===== config.mk =====
export PLATFORM = sky130hd
export DESIGN_NAME = game_speed_ctrl
export DESIGN_NICKNAME = d
export VERILOG_FILES = /design/src/rtl/game_speed_ctrl.sv
export SDC_FILE = /design/constraint.sdc
export NUM_CORES = 1
export LEC_CHECK = 0
export ABC_AREA = 1
export BUFFER_PORTS_ARGS = -buffer_cell sky130_fd_sc_hd__buf_2
export CAP_MARGIN = 15
export CORE_MARGIN = 10
export CORE_UTILIZATION = 55
export DETAILED_ROUTE_END_ITERATION = 6
export GPL_ROUTABILITY_DRIVEN = 0
export PLACE_DENSITY_LB_ADDON = 0.2
export RECOVER_POWER = 25
export SKIP_LAST_GASP = 1
export SLEW_MARGIN = 20
export SYNTH_ARGS = -nofsm -noshare
export SYNTH_HDL_FRONTEND = slang
export SYNTH_SLANG_ARGS = --single-unit

===== constraint.sdc =====
create_clock -name clk -period 3.4 [get_ports clk]
set_clock_uncertainty 0.05 [all_clocks]
set_input_delay 0.34 -clock clk [delete_from_list [all_inputs] [get_ports clk]]
set_output_delay 0.34 -clock clk [all_outputs]
set_load 0.005 [all_outputs]

===== src/rtl/game_speed_ctrl.sv =====
// -----------------------------------------------------------------------------
// game_speed_ctrl
//
// Game pacing controller. Produces a one-cycle `tick` enable that steps the
// game logic (everything stays on `clk`). It also raises the difficulty level
// every TICKS_PER_LEVEL ticks, and it shortens the tick period and widens the
// minimum obstacle gap with each level. Both schedules saturate.
//
// Ports:
//   clk        system clock
//   rst        asynchronous active-high reset
//   start      begin a run (only honoured while idle)
//   pause      level-sensitive hold of the tick counter
//   clear      synchronous restart to the reset state (highest priority)
//   tick       one-cycle game-step enable
//   level      current difficulty level (saturates at MAX_LEVEL)
//   period     current tick period in clocks
//   min_empty  minimum obstacle gap for the current level
//   running    high while actively running (not idle, not held)
//   max_level  high once level == MAX_LEVEL
// -----------------------------------------------------------------------------
module game_speed_ctrl #(
    parameter int PERIOD_W        = 24,
    parameter int PERIOD_INIT     = 500000,
    parameter int PERIOD_MIN      = 100000,
    parameter int PERIOD_STEP     = 20000,
    parameter int TICKS_PER_LEVEL = 1000,
    parameter int LVL_W           = 5,
    parameter int MAX_LEVEL       = 20,
    parameter int GAP_W           = 9,
    parameter int GAP_BASE        = 120,
    parameter int GAP_STEP        = 8,
    parameter int GAP_MAX         = 400
) (
    input  logic                clk,
    input  logic                rst,
    input  logic                start,
    input  logic                pause,
    input  logic                clear,
    output logic                tick,
    output logic [LVL_W-1:0]    level,
    output logic [PERIOD_W-1:0] period,
    output logic [GAP_W-1:0]    min_empty,
    output logic                running,
    output logic                max_level
);

    typedef enum logic [1:0] {
        IDLE = 2'd0,
        RUN  = 2'd1,
        HOLD = 2'd2
    } state_t;

    localparam int TC_W  = $clog2(TICKS_PER_LEVEL + 1);
    // The gap schedule is evaluated wide enough that base + level*step cannot
    // wrap before it is compared against the ceiling.
    localparam int SUM_W = GAP_W + LVL_W;

    localparam logic [PERIOD_W-1:0] P_INIT    = PERIOD_W'(PERIOD_INIT);
    localparam logic [PERIOD_W-1:0] P_RELOAD0 = PERIOD_W'(PERIOD_INIT - 1);
    localparam logic [PERIOD_W-1:0] P_MIN     = PERIOD_W'(PERIOD_MIN);
    localparam logic [PERIOD_W-1:0] P_STEP    = PERIOD_W'(PERIOD_STEP);
    localparam logic [PERIOD_W-1:0] P_KNEE    = PERIOD_W'(PERIOD_MIN + PERIOD_STEP);
    localparam logic [PERIOD_W-1:0] P_ONE     = PERIOD_W'(1);
    localparam logic [TC_W-1:0]     TC_LAST   = TC_W'(TICKS_PER_LEVEL - 1);
    localparam logic [TC_W-1:0]     TC_ONE    = TC_W'(1);
    localparam logic [LVL_W-1:0]    L_MAX     = LVL_W'(MAX_LEVEL);
    localparam logic [LVL_W-1:0]    L_ONE     = LVL_W'(1);
    localparam logic [GAP_W-1:0]    G_BASE    = GAP_W'(GAP_BASE);
    localparam logic [GAP_W-1:0]    G_MAX     = GAP_W'(GAP_MAX);
    localparam logic [SUM_W-1:0]    G_BASE_W  = SUM_W'(GAP_BASE);
    localparam logic [SUM_W-1:0]    G_STEP_W  = SUM_W'(GAP_STEP);
    localparam logic [SUM_W-1:0]    G_MAX_W   = SUM_W'(GAP_MAX);

    state_t              state;
    logic [PERIOD_W-1:0] cnt;       // clocks remaining until the next tick
    logic [TC_W-1:0]     tick_cnt;  // ticks seen within the current level

    logic                advance;
    logic                fire;
    logic                wrap;
    logic                bump;
    logic [LVL_W-1:0]    level_nxt;
    logic [PERIOD_W-1:0] period_nxt;
    logic [PERIOD_W-1:0] reload;
    logic [SUM_W-1:0]    gap_sum;
    logic [GAP_W-1:0]    gap_nxt;

    // NOTE: every signal is assigned on every path through this block, so no
    // latch can be inferred.
    always_comb begin
        // The resume edge out of HOLD counts, so a pause of N edges delays the
        // next tick by exactly N clocks.
        advance    = (state != IDLE) && !pause;
        fire       = advance && (cnt == '0);
        wrap       = fire && (tick_cnt == TC_LAST);
        bump       = wrap && (level < L_MAX);
        level_nxt  = level + L_ONE;
        // Compare before subtracting so the period never underflows.
        period_nxt = (period < P_KNEE) ? P_MIN : period - P_STEP;
        gap_sum    = G_BASE_W + SUM_W'(level_nxt) * G_STEP_W;
        gap_nxt    = (gap_sum > G_MAX_W) ? G_MAX : gap_sum[GAP_W-1:0];
        // The reload on a level-up tick already uses the shortened period.
        reload     = (bump ? period_nxt : period) - P_ONE;
    end

    // NOTE: asynchronous reset lives in the sensitivity list and all state is
    // updated with non-blocking assignments so every register samples the
    // pre-edge values of its neighbours.
    always_ff @(posedge clk or posedge rst) begin
        if (rst) begin
            state     <= IDLE;
            tick      <= 1'b0;
            level     <= '0;
            period    <= P_INIT;
            min_empty <= G_BASE;
            running   <= 1'b0;
            max_level <= 1'b0;
            cnt       <= P_RELOAD0;
            tick_cnt  <= '0;
        end else if (clear) begin
            state     <= IDLE;
            tick      <= 1'b0;
            level     <= '0;
            period    <= P_INIT;
            min_empty <= G_BASE;
            running   <= 1'b0;
            max_level <= 1'b0;
            cnt       <= P_RELOAD0;
            tick_cnt  <= '0;
        end else begin
            tick <= fire;

            case (state)
                IDLE: begin
                    if (start) begin
                        state   <= RUN;
                        running <= 1'b1;
                    end
                end
                RUN, HOLD: begin
                    state   <= pause ? HOLD : RUN;
                    running <= !pause;
                end
                default: begin
                    state   <= IDLE;
                    running <= 1'b0;
                end
            endcase

            if (advance) begin
                if (fire) begin
                    cnt      <= reload;
                    tick_cnt <= wrap ? '0 : tick_cnt + TC_ONE;
                    if (bump) begin
                        level     <= level_nxt;
                        period    <= period_nxt;
                        min_empty <= gap_nxt;
                        max_level <= (level_nxt == L_MAX);
                    end
                end else begin
                    cnt <= cnt - P_ONE;
                end
            end
        end
    end

endmodule


==> metrics, run 1 <==
die width ~120 µm; number of port buffers 42; core area about 9200 µm²; Detailed Place HPWL between 10000 and 15000 µm; Top Ports 46; WP data required 3.64 ns; initial antenna violation count 0; RSZ-0062 raised after global routing false; min-delay worst type primary input to flip-flop; clk sinks 73; area leader, netlist dfrtp_1; dominant synthesized flop cell dfrtp_1; mapped cell area between 5000 and 6000 µm²; Comb pwr share 8.9%; status complete, but fails checks; DRT Pass-1 Iters 5; drt initial violations 370; failing checks max-capacitance violations, max-slew violations; Die ar. between 10000 and 15000 µm²; fmax about 320 MHz; GR Overflow Total 0; switching power 0.4755 mW; register area share after synthesis a little over a third; met1 usage in global routing between 20% and 30%; maximum vdd drop roughly 0.00024 V; clk_lat worst skew approximately 0.36 ns; WP data arrival roughly 3.3 ns; CTS buffer count 9; Placed Instances just under 900; endpoints failing setup 0; Final period util about nine tenths; largest net degree at the start of global routing 42; Clock Path Buffers 2; CTS tree yes; #FFs+latches synth 73; final hold viol count 0; sequential power share between 50% and 60%; Tot GR Track Use between 20% and 30%; CTS clk-pin slew, worst paths approximately 0.090 ns; Setup TNS Final 0 ns; synth warn 0; fin cells roughly 890; post-layout instance area 5560 µm²; Post-synth ARST share 100.0%; Placed Instance Area ~5400 µm²; GR peak layer met2; routed vias/inst 5.564; first-pass GRT wire length approximately 22000 µm; Final ANT Viol Nets 0; crit path max fanout 24; area grow syn2layout 9.109%; pwr dens between 300 and 400 nW/µm²; met3 usage about 3%; post-cts resize count 0; Crit. End Element flip-flop; worst-margin pin slew about 1.6 ns; global-route met2 utilization 33.67%; postcts setup bufs 0; top cells by area, synth dfrtp_1 (25%), nand2_1 (13%), dfstp_2 (11%); Netlist cell types between 40 and 50; P_leak approximately 2.7 nW; Power Total between 1.5 and 2 mW; CP Launch Type flip-flop; max cap viols 1; Synth top area share between 20% and 30%; Setup Crit Path Kind flip-flop to flip-flop; Initial Utilization 55.68%; internal power 1.198 mW; pre-CTS setup slack roughly 0.41 ns; Final Max Slew Viols 42; Slew HR -5.337%; die height 116.3 µm; via count slightly below 5000; Syn Inst Count 730; layout cells sized above 1 19.85%; clock share of power roughly 37%; number of flops mapped to enable cells by yosys 0; Root Buffer clkbuf_8; Hold Buf Count CTS 0; nets@finish around 790; # DRC 0; vias in the first global route 4564; htree depth 3; DRT Wirelength 13480 µm; Placement Rows 35; Final Worst Setup Slack between 0.3 and 0.4 ns; Switching Share between 20% and 30%; Syn Area/Cell about 7.0 µm²; Wirelength per Cell between 15 and 20 µm; antenna fix cells 0; clock period minus worst slack ~3 ns
[cell usage in the layout, fill, tap and decap left out, types with 6 or more instances in the layout]
cell type,n
nor2_2,13
dfstp_2,22
xor2_1,11
a21oi_1,26
nand3_1,69
buf_4,7
o21ai_1,13
nor3_1,14
ha_1,8
clkinv_1,6
o21ai_0,17
inv_2,15
nor2_1,85
inv_1,89
nand4_1,18
nand2_2,17
buf_2,42
nor2_4,6
nand2_1,180
dfrtp_1,51
o22ai_1,12
clkbuf_8,9
[cells by family (layout without fill, tap and decap cells)]
group,Yosys count,count (layout),share of synthesized area [%]
other,1,3,0.07359
XOR/XNOR,12,12,2.062
AO/OA/AOI/OAI,94,94,11.15
buffers and inverters,127,176,10.46
AND/OR/NAND/NOR,415,415,37.91
flip-flops,73,73,36.39
adder cells (fa/ha/maj),8,8,1.964
[final cells by class]
type	count	area, µm²
fillers	834	3592
inverters	110	412.9
multi-input cells	532	2716
flip-flops and latches	73	1854
repair buffers	50	266.5
clock buffers	10	127.6
well taps	111	138.9
clock inverters	6	43.79
[cells in the mapped netlist (5+ instances only)]
master,instances
a21oi_1,26
buf_4,5
clkinv_1,6
dfrtp_1,51
dfstp_2,22
ha_1,8
inv_1,89
inv_2,15
nand2_1,180
nand2_2,17
nand3_1,69
nand3_2,5
nand4_1,18
nor2_1,85
nor2_2,13
nor2_4,6
nor3_1,14
o211ai_1,5
o21ai_0,17
o21ai_1,13
o22ai_1,12
xor2_1,11
[sequential cells by signal, summed over array words and instances, names as in the netlist]
name       count
level          5
tick           1
min_empty      6
max_level      1
tick_cnt      10
state          2
cnt           24
period        24
[final timing paths]
kind	from	to	slack, ns	depth (start not counted)
max	state[0]$_DFFE_PP0P_	cnt[19]$_DFFE_PP0P_	0.31	18
min	start	state[0]$_DFFE_PP0P_	0.23	4
max reg2reg	state[0]$_DFFE_PP0P_	cnt[19]$_DFFE_PP0P_	0.31	18
min reg2reg	min_empty[8]$_DFFE_PP0P_	min_empty[8]$_DFFE_PP0P_	0.44	2
max in group asynchronous	rst	tick_cnt[2]$_DFFE_PP0P_	1.43	3
min in group asynchronous	rst	min_empty[7]$_DFFE_PP0P_	0.40	2
[through the flow]
step                      hold slack (ns)  utilization (%)
after floorplan                    0.4131                -
after global placement             0.4172            58.92
after detailed placement           0.4240            58.92
after CTS                          0.1486            60.79
after global routing               0.2309            60.75
final                              0.2271            60.75
[routing by layer]
metal | vias up | share of wire (%)
li1 | 2445 | -
met1 | 2317 | 46
met2 | 181 | 46
met5 | - | 0
met4 | 0 | 1.7
met3 | 20 | 6.0
[worst max-delay path, stage by stage, from the launching register on]
cell and delay [ns]:
dfrtp_1 0.40, inv_1 0.06, ha_1 0.22, nor2_1 0.15, nand2_1 0.11, nor2_2 0.10
nand2_2 0.10, nor2_8 0.32, buf_4 0.33, nand4_1 0.12, nand3_1 0.18, nand2_2 0.11
inv_2 0.09, nand2_2 0.06, nor2_2 0.11, nand3_2 0.12, o21ai_1 0.20, nand3_1 0.11
nand2_1 0.07
[power groups by stage]
stage          Sequential (mW)  Clock, mW  Combinational (mW)
5_1_grt                  0.901      0.673               0.168
3_5_place_dp             0.915          0               0.149
4_1_cts                  0.899      0.630               0.150
2_1_floorplan            0.914          0               0.104
3_3_place_gp             0.914          0               0.145
6_report                 0.899      0.624               0.150
No activity file was read; power rests on OpenSTA's default activity.
==> run 2: changes to the inputs <==
--- a/config.mk
+++ b/config.mk
@@ -14,6 +14,7 @@
 export GPL_ROUTABILITY_DRIVEN = 0
 export PLACE_DENSITY_LB_ADDON = 0.2
 export RECOVER_POWER = 25
+export REMOVE_ABC_BUFFERS = 1
 export SKIP_LAST_GASP = 1
 export SLEW_MARGIN = 20
 export SYNTH_ARGS = -nofsm -noshare
==> run 2 against run 1 <==
The run now ends clean. Cell area is 0.52% higher. Worst setup slack better by 0.11 ns. Non-clock buffer count stayed put. Total power grew 2.5%. Die area unchanged. Sequential power barely moved. Clock power up 7.1%. Critical path type unchanged. Critical endpoint is now cnt[20]$_DFFE_PP0P_. Largest cell class unchanged.
==> metrics, run 2 (synthesis results as in run 1) <==
status finished, final reports clean; Final ANT Viol Nets 0; CTS buffer count 9; crit path max fanout 23; # DRC 0; nets@finish between 700 and 800; antenna fix cells 0; vias in the first global route about 4600; Initial Utilization between 50 and 60%; routed vias/inst roughly 5.6; first-pass GRT wire length 22220 µm; Placed Instances 876; htree depth 3; clk sinks 73; Root Buffer clkbuf_8; met1 usage in global routing around 27%; GR peak layer met2; Detailed Place HPWL approximately 10000 µm; WP data required between 3 and 4 ns; CP startpoint tick_cnt[0]$_DFFE_PP0P_; Top Ports 46; CTS tree yes; Setup Crit Path Kind flip-flop to flip-flop; P_leak ~2.7 nW; GR Overflow Total 0; global-route met2 utilization around 33%; critical-path cell list ha_1 -> nand2_1 -> inv_1 -> nand3_4 -> nor2_8 -> a21oi_2 -> a21oi_1 -> ha_1 -> inv_1 -> nor2_1 -> nand2_1 -> nor2_4 -> nand2_2 -> nor2_2 -> nand3_1 -> nand3_1 -> nand2_1; RSZ-0062 raised after global routing false; Setup TNS Final 0 ns; Slew HR 19.37%; CP Launch Type flip-flop; CTS clk-pin slew, worst paths 0.09 ns; die width about 120 µm; endpoints failing setup 0; R2R setup slack around 0.42 ns; Final Max Slew Viols 0; Clock Path Buffers 2; CP max stage cell dfrtp_1; DRT Wirelength about 14000 µm; initial antenna violation count 0; Die ar. between 10000 and 15000 µm²; post-cts resize count 0; biggest regs cnt (24), period (24), tick_cnt (10); DRT Pass-1 Iters 5; fin cells 892; r2r worst-path depth 17; maximum vdd drop approximately 0.00025 V; WP data arrival roughly 3.2 ns; met3 usage between 4 and 5%; fmax 336.0 MHz; Post-Route Utilization 61.07%; Final period util ~88%; clk_lat worst skew 0.37 ns; Crit path buffers/inverters 2; Hold Buf Count CTS 0; reg2reg end cnt[20]$_DFFE_PP0P_; crit-path leading delay family simple AND/OR/NAND/NOR gates; worst-margin pin slew 1.208 ns; layout cells sized above 1 19.97%; Tot GR Track Use 20.65%; die height between 100 and 150 µm; drt initial violations 343; Placement Rows 35; min-delay worst type primary input to async pin; area grow syn2layout 9.673%; Wirelength per Cell roughly 15 µm; most frequent cells in the layout nand2_1 (180), inv_1 (89), nor2_1 (85); Crit. End Element flip-flop; number of port buffers between 40 and 50; largest net degree at the start of global routing 35; final hold viol count 0; via count around 5000; postcts setup bufs 0; pwr dens between 300 and 400 nW/µm²; clock period minus worst slack 2.976 ns; Worst path max stage delay roughly 0.44 ns; leading cell type in the layout, fill and taps excluded nand2_1; max cap viols 0; r2r startpoint tick_cnt[0]$_DFFE_PP0P_; core area approximately 9000 µm²; most frequent cell on the critical path nand2_1
[run 2: final cells by class]
type                            instances  area, µm²
Inverter                              110      412.9
Fill cell                             865       3563
Clock buffer                           10      137.6
Multi-Input combinational cell        532       2716
Clock inverter                          6      50.05
Timing Repair Buffer                   50      279.0
Sequential cell                        73       1854
Tap cell                              111      138.9
[run 2: report_power, final]
group	internal, mW	switching [mW]	total [mW]	leakage, nW
registers	0.887	0.0130	0.900	0.942
logic	0.0429	0.103	0.146	1.66
clock network	0.292	0.376	0.668	0.0895
[run 2: how the worst max path moves through the flow]
stage	end	slack (ns)	cells after the start
floorplan	cnt[20]$_DFFE_PP0P_	0.66	21
global placement	cnt[20]$_DFFE_PP0P_	0.54	17
global route	cnt[20]$_DFFE_PP0P_	0.10	17
finish	cnt[20]$_DFFE_PP0P_	0.42	17
CTS	cnt[20]$_DFFE_PP0P_	0.45	17
detailed placement	cnt[20]$_DFFE_PP0P_	0.49	17
[run 2: through the flow]
| stage | hold slack, ns | setup slack, ns | area, µm² | power, mW |
|---|---|---|---|---|
| after floorplan | 0.3531 | 0.6589 | 4984 | 1.006 |
| after global placement | 0.4106 | 0.5422 | 5405 | 1.058 |
| after detailed placement | 0.4249 | 0.4857 | 5405 | 1.064 |
| after CTS | 0.02932 | 0.4528 | 5593 | 1.723 |
| after global routing | 0.2405 | 0.1002 | 5589 | 1.771 |
| final | 0.2274 | 0.4238 | 5589 | 1.715 |
[run 2: routing by layer]
metal | up-vias | share of wire (%)
met1 | 2302 | 45
met3 | 32 | 6.6
met5 | - | 0
li1 | 2444 | -
met2 | 178 | 46
met4 | 0 | 2.5
[run 2: worst register-to-register path: cells and delay by family, from the launching register on]
kind                     cells  cell delay [ns]
flip-flops                   1             0.44
AND/OR/NAND/NOR             11             1.46
adder cells (fa/ha/maj)      2             0.37
AO/OA/AOI/OAI                2             0.38
buffers and inverters        2             0.18
